[config.mk]
export PLATFORM = sky130hd
export DESIGN_NAME = muldiv_unit
export DESIGN_NICKNAME = d
export VERILOG_FILES = /design/src/rtl/muldiv_unit.sv
export SDC_FILE = /design/constraint.sdc
export NUM_CORES = 1
export LEC_CHECK = 0
export ABC_AREA = 1
export BUFFER_PORTS_ARGS = -buffer_cell sky130_fd_sc_hd__buf_2
export CAP_MARGIN = 10
export CORE_MARGIN = 3
export CORE_UTILIZATION = 35
export DETAILED_ROUTE_END_ITERATION = 8
export PLACE_DENSITY = 0.59
export SLEW_MARGIN = 20
export SYNTH_ARGS = -nofsm -noshare
export SYNTH_HDL_FRONTEND = slang
export SYNTH_SLANG_ARGS = --single-unit
[constraint.sdc]
create_clock -name clk -period 6.8 [get_ports clk]
set_input_delay 1.02 -clock clk [delete_from_list [all_inputs] [get_ports clk]]
set_output_delay 1.02 -clock clk [all_outputs]
set_load 0.005 [all_outputs]
[src/rtl/muldiv_unit.sv]
// Iterative multiply/divide unit with architectural HI/LO registers.
// One shift-add or restoring shift-subtract step per cycle; signs are fixed up in FIN.
module muldiv_unit #(
    parameter int unsigned WIDTH = 32
) (
    input  logic             clk,
    input  logic             rst,
    input  logic             start,
    input  logic [1:0]       op,
    input  logic [WIDTH-1:0] a,
    input  logic [WIDTH-1:0] b,
    input  logic             hilo_we,
    input  logic             hilo_sel,
    input  logic [WIDTH-1:0] wdata,
    output logic             busy,
    output logic             done,
    output logic [WIDTH-1:0] hi,
    output logic [WIDTH-1:0] lo,
    output logic [WIDTH-1:0] rdata
);

    localparam int unsigned CntW = $clog2(WIDTH);

    typedef enum logic [1:0] {
        StIdle,
        StRun,
        StFin
    } state_e;

    state_e               state_q, state_d;
    logic [CntW-1:0]      cnt_q, cnt_d;
    // Multiply: {upper partial product, remaining multiplier bits}.
    // Divide:   {partial remainder, dividend bits shifting into quotient}.
    logic [2*WIDTH-1:0]   acc_q, acc_d;
    logic [WIDTH-1:0]     opd_q, opd_d;
    logic                 is_div_q, is_div_d;
    logic                 sign_a_q, sign_a_d;
    logic                 sign_b_q, sign_b_d;
    logic                 bzero_q, bzero_d;
    logic [WIDTH-1:0]     hi_q, hi_d;
    logic [WIDTH-1:0]     lo_q, lo_d;

    logic                 a_neg, b_neg;
    logic [WIDTH-1:0]     a_mag, b_mag;
    logic [WIDTH:0]       add_sum;
    logic [WIDTH:0]       div_shift;
    logic [WIDTH:0]       div_diff;
    logic [2*WIDTH-1:0]   mul_step;
    logic [2*WIDTH-1:0]   div_step;
    logic                 neg_res;
    logic [2*WIDTH-1:0]   prod_fix;
    logic [WIDTH-1:0]     quo_fix;
    logic [WIDTH-1:0]     rem_fix;

    // Signed ops have op[0] == 0; unsigned ops use raw operands.
    assign a_neg = ~op[0] & a[WIDTH-1];
    assign b_neg = ~op[0] & b[WIDTH-1];
    assign a_mag = a_neg ? -a : a;
    assign b_mag = b_neg ? -b : b;

    assign add_sum  = {1'b0, acc_q[2*WIDTH-1:WIDTH]} + {1'b0, opd_q};
    assign mul_step = acc_q[0] ? {add_sum, acc_q[WIDTH-1:1]} : {1'b0, acc_q[2*WIDTH-1:1]};

    assign div_shift = {acc_q[2*WIDTH-1:WIDTH], acc_q[WIDTH-1]};
    assign div_diff  = div_shift - {1'b0, opd_q};
    assign div_step  = div_diff[WIDTH]
                     ? {div_shift[WIDTH-1:0], acc_q[WIDTH-2:0], 1'b0}
                     : {div_diff[WIDTH-1:0], acc_q[WIDTH-2:0], 1'b1};

    assign neg_res  = sign_a_q ^ sign_b_q;
    assign prod_fix = neg_res ? -acc_q : acc_q;
    // A zero divisor yields remainder = |a|, so the remainder sign fix restores raw a.
    assign quo_fix  = bzero_q ? {WIDTH{1'b1}}
                    : (neg_res ? -acc_q[WIDTH-1:0] : acc_q[WIDTH-1:0]);
    assign rem_fix  = sign_a_q ? -acc_q[2*WIDTH-1:WIDTH] : acc_q[2*WIDTH-1:WIDTH];

    always_comb begin
        state_d  = state_q;
        cnt_d    = cnt_q;
        acc_d    = acc_q;
        opd_d    = opd_q;
        is_div_d = is_div_q;
        sign_a_d = sign_a_q;
        sign_b_d = sign_b_q;
        bzero_d  = bzero_q;
        hi_d     = hi_q;
        lo_d     = lo_q;

        case (state_q)
            StIdle: begin
                if (start) begin
                    is_div_d = op[1];
                    sign_a_d = a_neg;
                    sign_b_d = b_neg;
                    bzero_d  = (b == '0);
                    cnt_d    = '0;
                    acc_d    = op[1] ? {{WIDTH{1'b0}}, a_mag} : {{WIDTH{1'b0}}, b_mag};
                    opd_d    = op[1] ? b_mag : a_mag;
                    state_d  = StRun;
                end else if (hilo_we) begin
                    if (hilo_sel) begin
                        hi_d = wdata;
                    end else begin
                        lo_d = wdata;
                    end
                end
            end
            StRun: begin
                acc_d = is_div_q ? div_step : mul_step;
                if (cnt_q == CntW'(WIDTH - 1)) begin
                    cnt_d   = '0;
                    state_d = StFin;
                end else begin
                    cnt_d = cnt_q + CntW'(1);
                end
            end
            StFin: begin
                if (is_div_q) begin
                    hi_d = rem_fix;
                    lo_d = quo_fix;
                end else begin
                    hi_d = prod_fix[2*WIDTH-1:WIDTH];
                    lo_d = prod_fix[WIDTH-1:0];
                end
                state_d = StIdle;
            end
            default: begin
                state_d = StIdle;
            end
        endcase
    end

    always_ff @(posedge clk) begin
        if (rst) begin
            state_q  <= StIdle;
            cnt_q    <= '0;
            acc_q    <= '0;
            opd_q    <= '0;
            is_div_q <= 1'b0;
            sign_a_q <= 1'b0;
            sign_b_q <= 1'b0;
            bzero_q  <= 1'b0;
            hi_q     <= '0;
            lo_q     <= '0;
        end else begin
            state_q  <= state_d;
            cnt_q    <= cnt_d;
            acc_q    <= acc_d;
            opd_q    <= opd_d;
            is_div_q <= is_div_d;
            sign_a_q <= sign_a_d;
            sign_b_q <= sign_b_d;
            bzero_q  <= bzero_d;
            hi_q     <= hi_d;
            lo_q     <= lo_d;
        end
    end

    assign busy  = (state_q == StRun);
    assign done  = (state_q == StFin);
    assign hi    = hi_q;
    assign lo    = lo_q;
    assign rdata = hilo_sel ? hi_q : lo_q;

endmodule

* Word level (Yosys, flattened, before mapping)
Index checks and enable logic that the tools add are counted. Widths: inputs -> output; s select.
Operators by class: reduce and logical (&&, ||, !) cells 9, bitwise operators 4, muxes and demuxes 30, equality and inequality tests 9, add/subtract/negate cells 8
Operators with widths (number):
- $mux 32 | 16
- $mux 64 | 5
- $neg 32->32 | 4
- $pmux 32 s2 | 2
- $pmux 64 s2 | 1
- $neg 64->64 | 1
- $add 32x32->33 | 1
- $sub 33x32->33 | 1
- $logic_not 32->1 | 1
- $mux 5 | 2
- $ne 2x2->1 const B | 5
- $pmux 5 s2 | 1
- $reduce_and 4->1 | 2
- $reduce_and 2->1 | 3
- $add 5x1->5 const B | 1
- $eq 5x5->1 const B | 1
- $mux 2 | 2
- $pmux 2 s2 | 1
- $reduce_bool 2->1 | 2
- $and 1x1->1 | 2
- $eq 2x1->1 const B | 1
- $eq 2x2->1 const B | 1
- $logic_not 2->1 | 1
- $ne 2x1->1 const B | 1
- other kinds (2) | 2
Word-level totals: flip-flop bits (word level) 171, logic and storage cells 70, input port bits 103, output and inout port bits 98

* Longest topological paths before layout
depth in word-level cells 6, mapped depth 20, gate-level depth less buffers 19

* Worst setup path before layout
OpenSTA, ideal clock, no wires.
kind input to output, start point input hilo_sel, end point output rdata[10], arrival 1.665 ns, stages on the path 5, slack 4.115 ns, buffers on the path 2, required time 5.780 ns, cells stage by stage buf_2 -> clkinv_1 -> clkbuf_1 -> nand2_1 -> nand2_1
Between the ends: cells in the longest elaborated chain, start to end 1
Ends and longest elaborated chain:
- start, declared | RTL line 13 | input logic hilo_sel,
- $mux 32 | RTL line 163 | assign rdata = hilo_sel ? hi_q : lo_q;
- end, declared | RTL line 19 | output logic [WIDTH-1:0] rdata
No other way between the ends.

* Final worst setup path
start point input hilo_sel, end point register lo_q[31] (netlist: lo[31])
Between the ends: cells in the longest elaborated chain, start to end 2
Ends and longest elaborated chain:
- $ne 2x2->1 (no line)
- $reduce_and 4->1 (no line)
- end signal, assigned | RTL line 155 | lo_q <= lo_d;
- end, declared | RTL line 41 | logic [WIDTH-1:0] lo_q, lo_d;
No other way between the ends. A chain may end at the register's enable or synchronous reset.

==> results.py <==
metrics = {
    "clocking": {
        "h-tree-depth": 4,
        "holdBufCountCts": 0,
        "cts_tree": "done",
        "clk_pin_slew_ps": 70,
        "clockRootBuffer": "clkbuf_16",
        "clk_latency_ps": 460,
        "cts_resized": 0,
        "numCtsBuffers": 17,
        "post_cts_buffers": 0,
        "cts_buffer_depth": 2,
        "cts.sinks": 171,
    },
    "synthesis": {
        "synth_flop_cell": "dfxtp_1",
        "synth_edf_count": 0,
        "yosysTopAreaCell": "nand2_1",
        "synth.avg_cell_area_sq_um": 5.51,
        "yosysSeqAreaShare_pct": 19.2,
        "synth.net_count": 3413,
        "synth_seq_cells": 171,
        "yosys.area_share.simple_pct": 37.6,
        "synth_top_area_share_pct": 20.4,
        "netlist_area_sq_um": 17800,
        "synth_xor_area_share_pct": 3.73,
        "synth_top_family_by_area": "simple AND/OR/NAND/NOR gates",
        "ys_warn_count": 0,
        "synthTopCellsByArea": "nand2_1 (20%), dfxtp_1 (19%), a21oi_1 (9.4%)",
        "synth_compound_area_share_pct": 21.7,
        "yosysUniqueCellTypes": 53,
        "synthArstFlopShare_pct": 0,
        "synthAdderAreaFrac_pct": 5.13,
        "synthCells": 3238,
        "muxShareOfSynthArea_pct": 0,
    },
    "sta": {
        "finClkSkew_ps": 18.2,
        "rsz0062_at_grt": "no",
        "fin_crit_ps": 3630,
        "fin_setup_tns_ps": 0,
        "worst_hold_slack_ps": 471,
        "relSlewSlack_pct": 23.0,
        "fin_crit_sh_pct": 53.4,
        "final_hold_viol_count": 0,
        "drv_slew": 0,
        "max_freq_mhz": 275,
        "finalSetupViolCount": 0,
        "tightest_slew_ps": 1160,
    },
    "detailed_routing": {
        "dr.pass1.iters": 6,
        "avgViaCountPerCell": 5.33,
        "drt_iter0_markers": 2540,
        "num_vias": 21500,
        "ant_nets": 0,
        "wl_per_cell_microns": 19.4,
        "wl_mm": 78.1,
        "drcViolationCount": 0,
    },
    "setup_path": {
        "crit_end": "lo[31]",
        "cp.required_ps": 7140,
        "reg2reg_setup_slack_ps": 3390,
        "rr_endpoint": "lo[12]",
        "crit_path_end_kind": "flop",
        "setup.worst_path.start": "hilo_sel",
        "crit_fanout": 37,
        "path_class": "input pin to flop",
        "worstRegToRegCells": 10,
        "cp.arrival_ps": 3970,
        "startpoint_type": "input pin",
        "rr_startpoint": "sign_a_q",
    },
    "floorplanning": {
        "start_util_pct": 35.5,
        "row_count": 82,
        "dieHeight_microns": 232,
        "die_w_microns": 232,
        "coreArea_sq_um": 50300,
        "dieArea_sq_um": 53700,
        "io-pin-count": 201,
    },
    "global_route": {
        "grt_pass1_vias": 19300,
        "grt_util_all_layers_pct": 28.2,
        "grt_max_degree": 80,
        "grt_pass1_wl_mm": 117,
        "antenna_found_initial": 0,
        "grt_overflow": 0,
    },
    "placed_design": {
        "gp_routability_congestion": 1.01,
        "place_inst": 4003,
        "dp_hpwl_mm": 61.7,
        "io_buffers": 200,
        "placed_area_sq_um": 19300,
    },
    "finish": {
        "fin_area_sq_um": 19900,
        "diodes": 0,
        "syn2layout_area_growth_pct": 11.6,
        "layout.cells.non_filler": 4034,
        "drive_gt1_share_pct": 9.43,
        "layout.nets": 3525,
        "final_util_pct": 39.6,
    },
    "power_and_ir_drop": {
        "ir_drop_mv": 0.191,
        "powerDensity_nw_per_um2": 190,
        "p_leak_nw": 10.1,
    },
    "worst_hold_path": {
        "hold_class": "flop to flop",
    },
    "status": {
        "status": "finished, final reports clean",
    },
    "run": {
        "drv_cap": 0,
    },
}
[report_power, final]
part	switching [mW]	internal, mW	total, mW
registers	0.117	1.07	1.19
logic	1.11	0.489	1.59
clock network	0.439	0.557	0.996
total	1.66	2.12	3.78
[cells in the mapped netlist (11+ instances only)]
master    number
a31oi_1       26
a21oi_1      334
dfxtp_1      171
o211ai_1      31
nand4_1       34
nor3_1        30
o21bai_1      14
o21ai_1       16
nor2_1       266
nand3_1      238
or2_2         18
inv_1        440
xor2_1        65
clkbuf_1     103
nand2_1      971
xnor2_1       11
ha_1          70
nand3b_1      15
o21ai_0      273
buf_1         11
[routing by layer]
metal / part of all wire (%) / vias to the layer above / GRT usage (%)
li1: - / 10700 / -
met1: 46 / 9788 / 40.9
met2: 43 / 895 / 42.6
met3: 8.3 / 102 / 4.67
met4: 3.0 / 0 / 8.44
met5: 0 / - / 0
[final cells by class]
type / count / area, sq um
sequential: 171 / 3430
inverter: 456 / 1720
clock inverter: 11 / 119
multi-input combinational: 2481 / 12200
clock buffer: 20 / 457
fill: 5845 / 30400
tap: 672 / 841
timing repair buffer: 223 / 1170
[metrics by stage]
stage / power [mW] / setup slack, ps
6_report: 3.78 / 3170
5_1_grt: 4.02 / 2910
4_1_cts: 3.75 / 3280
3_5_place_dp: 2.76 / 2810
3_3_place_gp: 2.76 / 2850
2_1_floorplan: 2.27 / 4110
[flip-flops by register name (all words and copies together) (netlist names)]
name and flops:
bzero_q 1, hi 32, state_q 2, is_div_q 1
lo 32, acc_q 64, sign_a_q 1, opd_q 32
sign_b_q 1, cnt_q 5
[critical path: stages]
cell and delay [ps]:
buf_2 70, buf_4 330, clkinv_1 270, buf_4 290
o21ai_2 140, buf_4 330, clkinv_1 870, o21ai_0 520
a21oi_1 70
[kinds of logic after synthesis]
logic type	count (synthesis)
AOI/OAI and AO/OA	725
buffers and inverters	586
DFF	171
adders and majority gates	72
and+or+nand+nor	1608
xor gates and xnor gates	76
[layout by cell type, fill, tap and decap left out, types with 65 or more instances in the layout]
cell type	Yosys	routed
buf_2	9	200
inv_1	440	438
nand2_1	971	971
o21ai_0	273	273
xor2_1	65	65
nor2_1	266	263
nand3_1	238	238
dfxtp_1	171	170
ha_1	70	70
a21oi_1	334	334
[how the worst min path moves through the flow]
stage                        start  endpoint  depth (start not counted)
after floorplan           sign_b_q  sign_b_q                          2
after global placement    cnt_q[4]  cnt_q[4]                          2
after detailed placement  sign_b_q  sign_b_q                          2
after CTS                 cnt_q[4]  cnt_q[4]                          2
after global routing      sign_b_q  sign_b_q                          2
final                     cnt_q[4]  cnt_q[4]                          2
Power figures use the tool's default switching activity.
